--- src/rtl/stopwatch_pkg.sv ---
// Shared types and digit limits for the stopwatch control slice.
// State encodings, BCD digit maxima and a small state helper.
package stopwatch_pkg;

    typedef enum logic [1:0] {
        IDLE  = 2'd0,
        RUN   = 2'd1,
        PAUSE = 2'd2,
        LAP   = 2'd3
    } sw_state_e;

    localparam int SEC_ONES_MAX = 9;
    localparam int SEC_TENS_MAX = 5;
    localparam int MIN_ONES_MAX = 9;
    localparam int MIN_TENS_MAX = 5;

    // The count chain advances only while the watch is live.
    function automatic logic is_counting(sw_state_e s);
        return (s == RUN) || (s == LAP);
    endfunction

endpackage

--- src/rtl/stopwatch_if.sv ---
// Button/tick inputs and display/status outputs of the stopwatch.
// Master drives pulses and tick; slave is the controller.
interface stopwatch_if;

    logic        tick;
    logic        start_pulse;
    logic        lap_pulse;
    logic        clear_pulse;
    logic [15:0] disp_bcd;
    logic [1:0]  state;
    logic        running;
    logic        frozen;
    logic        wrap_pulse;

    modport master (
        output tick,
        output start_pulse,
        output lap_pulse,
        output clear_pulse,
        input  disp_bcd,
        input  state,
        input  running,
        input  frozen,
        input  wrap_pulse
    );

    modport slave (
        input  tick,
        input  start_pulse,
        input  lap_pulse,
        input  clear_pulse,
        output disp_bcd,
        output state,
        output running,
        output frozen,
        output wrap_pulse
    );

endinterface

--- src/rtl/stopwatch_bcd_digit_cnt.sv ---
// One BCD digit of the mm:ss count chain, modulo MAX+1.
// Carry is combinational so digits can be chained on one edge.
module bcd_digit_cnt #(
    parameter int MAX = 9
) (
    input  logic       clk,
    input  logic       rst_n,
    input  logic       clr,
    input  logic       en,
    output logic [3:0] value,
    output logic       carry
);

    localparam logic [3:0] MAXV = 4'(MAX);

    // Digit register: clear wins, out-of-range values fold back to 0.
    always_ff @(posedge clk or negedge rst_n) begin
        if (!rst_n) begin
            value <= 4'd0;
        end else if (clr) begin
            value <= 4'd0;
        end else if (en) begin
            if (value >= MAXV) begin
                value <= 4'd0;
            end else begin
                value <= value + 4'd1;
            end
        end
    end

    assign carry = en && (value == MAXV);

endmodule

--- src/rtl/stopwatch_ctrl.sv ---
// Stopwatch sequencer: control FSM, mm:ss BCD chain, lap hold.
// Outputs are decoded from registers only.
module stopwatch_ctrl
    import stopwatch_pkg::*;
(
    input  logic       clk,
    input  logic       rst_n,
    stopwatch_if.slave bus
);

    sw_state_e   cur;
    sw_state_e   nxt;
    logic        cnt_en;
    logic        cnt_clr;
    logic        lap_load;
    logic [3:0]  so;
    logic [3:0]  st;
    logic [3:0]  mo;
    logic [3:0]  mt;
    logic        c_so;
    logic        c_st;
    logic        c_mo;
    logic        c_mt;
    logic [15:0] live;
    logic [15:0] lap_q;
    logic        wrap_q;

    // State register.
    always_ff @(posedge clk or negedge rst_n) begin
        if (!rst_n) begin
            cur <= IDLE;
        end else begin
            cur <= nxt;
        end
    end

    // Next state; clear > start > lap among pulses valid here.
    always_comb begin
        nxt      = cur;
        cnt_clr  = 1'b0;
        lap_load = 1'b0;
        unique case (cur)
            IDLE: begin
                if (bus.start_pulse) begin
                    nxt = RUN;
                end
            end
            RUN: begin
                if (bus.start_pulse) begin
                    nxt = PAUSE;
                end else if (bus.lap_pulse) begin
                    nxt      = LAP;
                    lap_load = 1'b1;
                end
            end
            LAP: begin
                if (bus.start_pulse) begin
                    nxt = PAUSE;
                end else if (bus.lap_pulse) begin
                    nxt = RUN;
                end
            end
            PAUSE: begin
                if (bus.clear_pulse) begin
                    nxt     = IDLE;
                    cnt_clr = 1'b1;
                end else if (bus.start_pulse) begin
                    nxt = RUN;
                end
            end
        endcase
    end

    // Count enable follows the pre-edge state.
    assign cnt_en = bus.tick && is_counting(cur);

    bcd_digit_cnt #(.MAX(SEC_ONES_MAX)) u_sec_ones (
        .clk   (clk),
        .rst_n (rst_n),
        .clr   (cnt_clr),
        .en    (cnt_en),
        .value (so),
        .carry (c_so)
    );

    bcd_digit_cnt #(.MAX(SEC_TENS_MAX)) u_sec_tens (
        .clk   (clk),
        .rst_n (rst_n),
        .clr   (cnt_clr),
        .en    (c_so),
        .value (st),
        .carry (c_st)
    );

    bcd_digit_cnt #(.MAX(MIN_ONES_MAX)) u_min_ones (
        .clk   (clk),
        .rst_n (rst_n),
        .clr   (cnt_clr),
        .en    (c_st),
        .value (mo),
        .carry (c_mo)
    );

    bcd_digit_cnt #(.MAX(MIN_TENS_MAX)) u_min_tens (
        .clk   (clk),
        .rst_n (rst_n),
        .clr   (cnt_clr),
        .en    (c_mo),
        .value (mt),
        .carry (c_mt)
    );

    assign live = {mt, mo, st, so};

    // Lap hold captures the pre-increment live count.
    always_ff @(posedge clk or negedge rst_n) begin
        if (!rst_n) begin
            lap_q <= 16'h0000;
        end else if (cnt_clr) begin
            lap_q <= 16'h0000;
        end else if (lap_load) begin
            lap_q <= live;
        end
    end

    // Top-digit carry means 59:59 rolled over this edge.
    always_ff @(posedge clk or negedge rst_n) begin
        if (!rst_n) begin
            wrap_q <= 1'b0;
        end else begin
            wrap_q <= c_mt;
        end
    end

    assign bus.disp_bcd   = (cur == LAP) ? lap_q : live;
    assign bus.state      = cur;
    assign bus.running    = is_counting(cur);
    assign bus.frozen     = (cur == LAP);
    assign bus.wrap_pulse = wrap_q;

endmodule
--- src/flat_wrapper.sv ---
// flat-port wrapper written by rule: the top's interface ports become plain ports
module stopwatch_ctrl_flat import stopwatch_pkg::*;
  (clk, rst_n, bus_tick, bus_start_pulse, bus_lap_pulse, bus_clear_pulse, bus_disp_bcd, bus_state, bus_running, bus_frozen, bus_wrap_pulse);
  stopwatch_if bus_i ();
  input  logic clk;
  input  logic rst_n;
  input wire logic [$bits(bus_i.tick)-1:0] bus_tick;
  input wire logic [$bits(bus_i.start_pulse)-1:0] bus_start_pulse;
  input wire logic [$bits(bus_i.lap_pulse)-1:0] bus_lap_pulse;
  input wire logic [$bits(bus_i.clear_pulse)-1:0] bus_clear_pulse;
  output wire logic [$bits(bus_i.disp_bcd)-1:0] bus_disp_bcd;
  output wire logic [$bits(bus_i.state)-1:0] bus_state;
  output wire logic [$bits(bus_i.running)-1:0] bus_running;
  output wire logic [$bits(bus_i.frozen)-1:0] bus_frozen;
  output wire logic [$bits(bus_i.wrap_pulse)-1:0] bus_wrap_pulse;
  assign bus_i.tick = bus_tick;
  assign bus_i.start_pulse = bus_start_pulse;
  assign bus_i.lap_pulse = bus_lap_pulse;
  assign bus_i.clear_pulse = bus_clear_pulse;
  assign bus_disp_bcd = bus_i.disp_bcd;
  assign bus_state = bus_i.state;
  assign bus_running = bus_i.running;
  assign bus_frozen = bus_i.frozen;
  assign bus_wrap_pulse = bus_i.wrap_pulse;
  stopwatch_ctrl u_core (.clk(clk), .rst_n(rst_n), .bus(bus_i));
endmodule
--- config.mk ---
export PLATFORM = sky130hd
export DESIGN_NAME = stopwatch_ctrl_flat
export DESIGN_NICKNAME = d
export VERILOG_FILES = /design/src/rtl/stopwatch_pkg.sv /design/src/rtl/stopwatch_if.sv /design/src/rtl/stopwatch_bcd_digit_cnt.sv /design/src/rtl/stopwatch_ctrl.sv /design/src/flat_wrapper.sv
export SDC_FILE = /design/constraint.sdc
export NUM_CORES = 1
export LEC_CHECK = 0
export CAP_MARGIN = 20
export CORE_ASPECT_RATIO = 0.75
export CORE_UTILIZATION = 45
export CTS_CLUSTER_SIZE = 14
export DETAILED_ROUTE_END_ITERATION = 16
export PLACE_DENSITY = 0.69
export RECOVER_POWER = 25
export SYNTH_ARGS = -nofsm -noshare
export SYNTH_HDL_FRONTEND = slang
export SYNTH_SLANG_ARGS = --single-unit
--- constraint.sdc ---
create_clock -name clk -period 2.14 [get_ports clk]
set_input_delay 0.214 -clock clk [delete_from_list [all_inputs] [get_ports clk]]
set_output_delay 0.214 -clock clk [all_outputs]
set_load 0.02 [all_outputs]
==> metrics.md <==
| Metric | Value |
|---|---|
| Vias in the first global route | `1,545` |
| Max-cap viol count | `0` |
| RePlAce Congestion | `0.812` |
| Largest net degree at the start of global routing | `36` |
| Simple-gate portion of the synthesized area | `18.2%` |
| Critical-path top delay cell | `or4_4` |
| Syn Nets | `215` |
| Initial antenna violation count | `0` |
| Synth top area cells | `dfrtp_1, ha_1, mux2i_1` |
| Antenna diodes | `0` |
| Status | `completed` |
| Initial core utilization | `47.4%` |
| Leak | `0.00125 uW` |
| Fin nets | `257` |
| Setup Skew | `4.61 ps` |
| Setup TNS | `0 ps` |
| Final worst path period share | `94.2%` |
| Fraction of layout instances using a drive strength above 1 | `15.4%` |
| VDD IR max | `0.599 mV` |
| Max incr delay on CP | `530 ps` |
| First-pass GRT wire length | `7590 um` |
| Critical path cell sequence | `inv_1 > ha_1 > nand3b_1 > or4_4 > or4b_1 > a21oi_1` |
| Placed insts | `287` |
| DR vias | `1,587` |
| Max Fclk | `0.496 GHz` |
| Cell taking the most area after synthesis | `dfrtp_1` |
| Final ANT Viol Nets | `0` |
| Remaining global-route overflow | `0` |
| Hold WC Path Type | `register to register` |
| Worst Path Max Fanout | `5` |
| Synthesis-to-finish area growth | `27.4%` |
| Die Span Y | `59.0 um` |
| WL final | `4350 um` |
| Largest family of logic cells by synthesized area | `simple AND/OR/NAND/NOR gates` |
| Slew Limit Fails | `0` |
| Crit. End Element | `register` |
| Max Buffers Root-to-Sink | `2` |
| Number of library cell types mapped by synthesis | `43` |
| Top-area cell type share of the netlist area | `45.0%` |
| CTS tree | `yes` |
| Synth Register Bits | `35` |
| Non-filler instance count after layout | `295` |
| Crit path arrival time | `2240 ps` |
| Worst Path Class, Setup | `register to register` |
| Cell family with most CP delay | `simple AND/OR/NAND/NOR gates` |
| First-pass DRT Iterations | `4` |
| Commonest non-fill, non-tap cell in the layout | `dfrtp_1` |
| Max transition margin | `39.1%` |
| Syn Area/Cell | `9.88 sq um` |
| CORE AREA | `4100 sq um` |
| Post-synthesis sequential area ratio | `45.0%` |
| Worst Tran Pin Value | `913 ps` |
| Post-Synth Adder-Cell Area | `7.71%` |
| DRT iter0 DRCs | `66` |
| Worst skew pair latency | `290 ps` |
| Multiplexer area fraction after synthesis | `9.25%` |
| Std-Cell Rows | `20` |
| Post-Synth XOR/XNOR Area | `0%` |
| Synth warnings | `0` |
| Total track usage | `22.3%` |
| Clk sinks | `35` |
| PwrDens | `899 nW/um^2` |
| DRC viols | `0` |
| WP buf/inv | `1` |
| Main flop type after synthesis | `dfrtp_1` |
| Most frequent cells in the layout | `dfrtp_1, nand2_1, buf_4` |
| Die width | `78.0 um` |
| Total power draw | `2230 uW` |
| Min Tclk post-route | `2020 ps` |
| Num CTS Buffers | `5` |
| Clk slew on worst S/H paths | `70 ps` |
| CTS hold repair buffers | `0` |
| Post-Syn Instances | `197` |
| Final Hold Viols | `0` |
| CTS H-tree depth | `2` |
| Total Die Area | `4600 sq um` |
| Final setup fails | `0` |
| Complex-gate fraction of the synthesized area | `16.1%` |
| Clock root buffer | `clkbuf_8` |
| IO Port Bufs | `26` |
| DP HPWL | `3050 um` |
| R2R Setup Slk | `120 ps` |
| Via/cell ratio | `5.38` |
| I/O pin cnt | `27` |
| Worst setup SP type | `register` |
| EDFF count, synth | `0` |
| Worst endpoint required time | `2360 ps` |
| Ys async rst share | `100%` |
| RSZ-0062 raised after global routing | `no` |
| Syn Std Cell Area | `1950 sq um` |
| WL per Instance | `14.7 um` |
## registers in the layout, summed over array words and instances, names as in the netlist
signal                   flops
u_core.u_min_ones.value      4
u_core.u_sec_tens.value      4
u_core.bus.state             2
u_core.lap_q                16
u_core.bus.wrap_pulse        1
u_core.u_sec_ones.value      4
u_core.u_min_tens.value      4
## logic make-up (layout without fill, tap and decap cells)
group | after synthesis | after routing
muxes | 17 | 17
and+or+nand+nor | 65 | 65
DFF | 35 | 35
adders and majority gates | 12 | 12
buffers and inverters | 19 | 62
AOI/OAI and AO/OA | 49 | 49
## routing by layer
| metal | routed length, um | GRT usage [%] |
|---|---|---|
| met5 | 0 | 0 |
| met4 | 53 | 9.26 |
| met3 | 180 | 4.34 |
| met2 | 1870 | 34.4 |
| met1 | 2250 | 31.0 |
## worst reg2reg max path: cells and delay by family, from the launching register on
kind	cells	cell delay [ps]
AND/OR/NAND/NOR	3	1110
flip-flops	1	420
adder cells (fa/ha/maj)	1	160
AO/OA/AOI/OAI	1	150
buffers and inverters	1	110
## worst paths after layout
path | to | from | depth (start not counted)
worst max-delay path | u_core.u_min_tens.value[2] | u_core.u_min_ones.value[1] | 6
worst min-delay path | u_core.lap_q[5] | u_core.lap_q[5] | 1
worst max register to register | u_core.u_min_tens.value[2] | u_core.u_min_ones.value[1] | 6
worst min register to register | u_core.lap_q[5] | u_core.lap_q[5] | 1
max in group asynchronous | u_core.bus.state[0] | rst_n | 2
min in group asynchronous | u_core.u_sec_ones.value[3] | rst_n | 2
## metrics by stage
step	hold slack (ps)	utilization, %	setup WS [ps]	area, sq um
6_report	499	60.4	125	2480
5_1_grt	518	60.4	4.17	2480
4_1_cts	361	60.1	42.5	2460
3_5_place_dp	477	57.8	80.0	2370
3_3_place_gp	478	57.8	99.2	2370
2_1_floorplan	-81.6	-	3.54	1950
## synthesized netlist by cell type (2+ instances only)
library cell	instances
ha_1	12
clkbuf_1	5
nand2_1	22
dfrtp_1	35
nor3_1	2
mux2i_1	9
and3b_1	2
nand3_1	8
a21oi_1	13
or3_1	3
inv_1	10
a22o_1	9
nor2_1	8
nand3b_1	4
mux2_2	8
nand2b_1	4
buf_2	2
o21ai_0	15
nor2b_1	2
## timing repair
action / 4_1_cts / 5_1_grt
endpoints found under the setup margin: 13 / 7
endpoints found under the hold margin: 0 / 0
gates resized for setup: 8 / 7
setup buffers: 0 / 0
## cell type report
type	count	area, sq um
clock buffer	8	100
fill	382	1620
inverter	11	41.3
multi-input combinational	143	1000
sequential	35	876
tap	55	68.8
timing repair buffer	43	392
## power breakdown
part / total, uW / internal, uW / switching [uW] / leakage, uW
clock: 536 / 294 / 242 / 0.0000515
combinational: 813 / 379 / 435 / 0.000727
sequential: 880 / 773 / 107 / 0.000475
total: 2230 / 1450 / 784 / 0.00125
No activity file was read; power rests on OpenSTA's default activity.
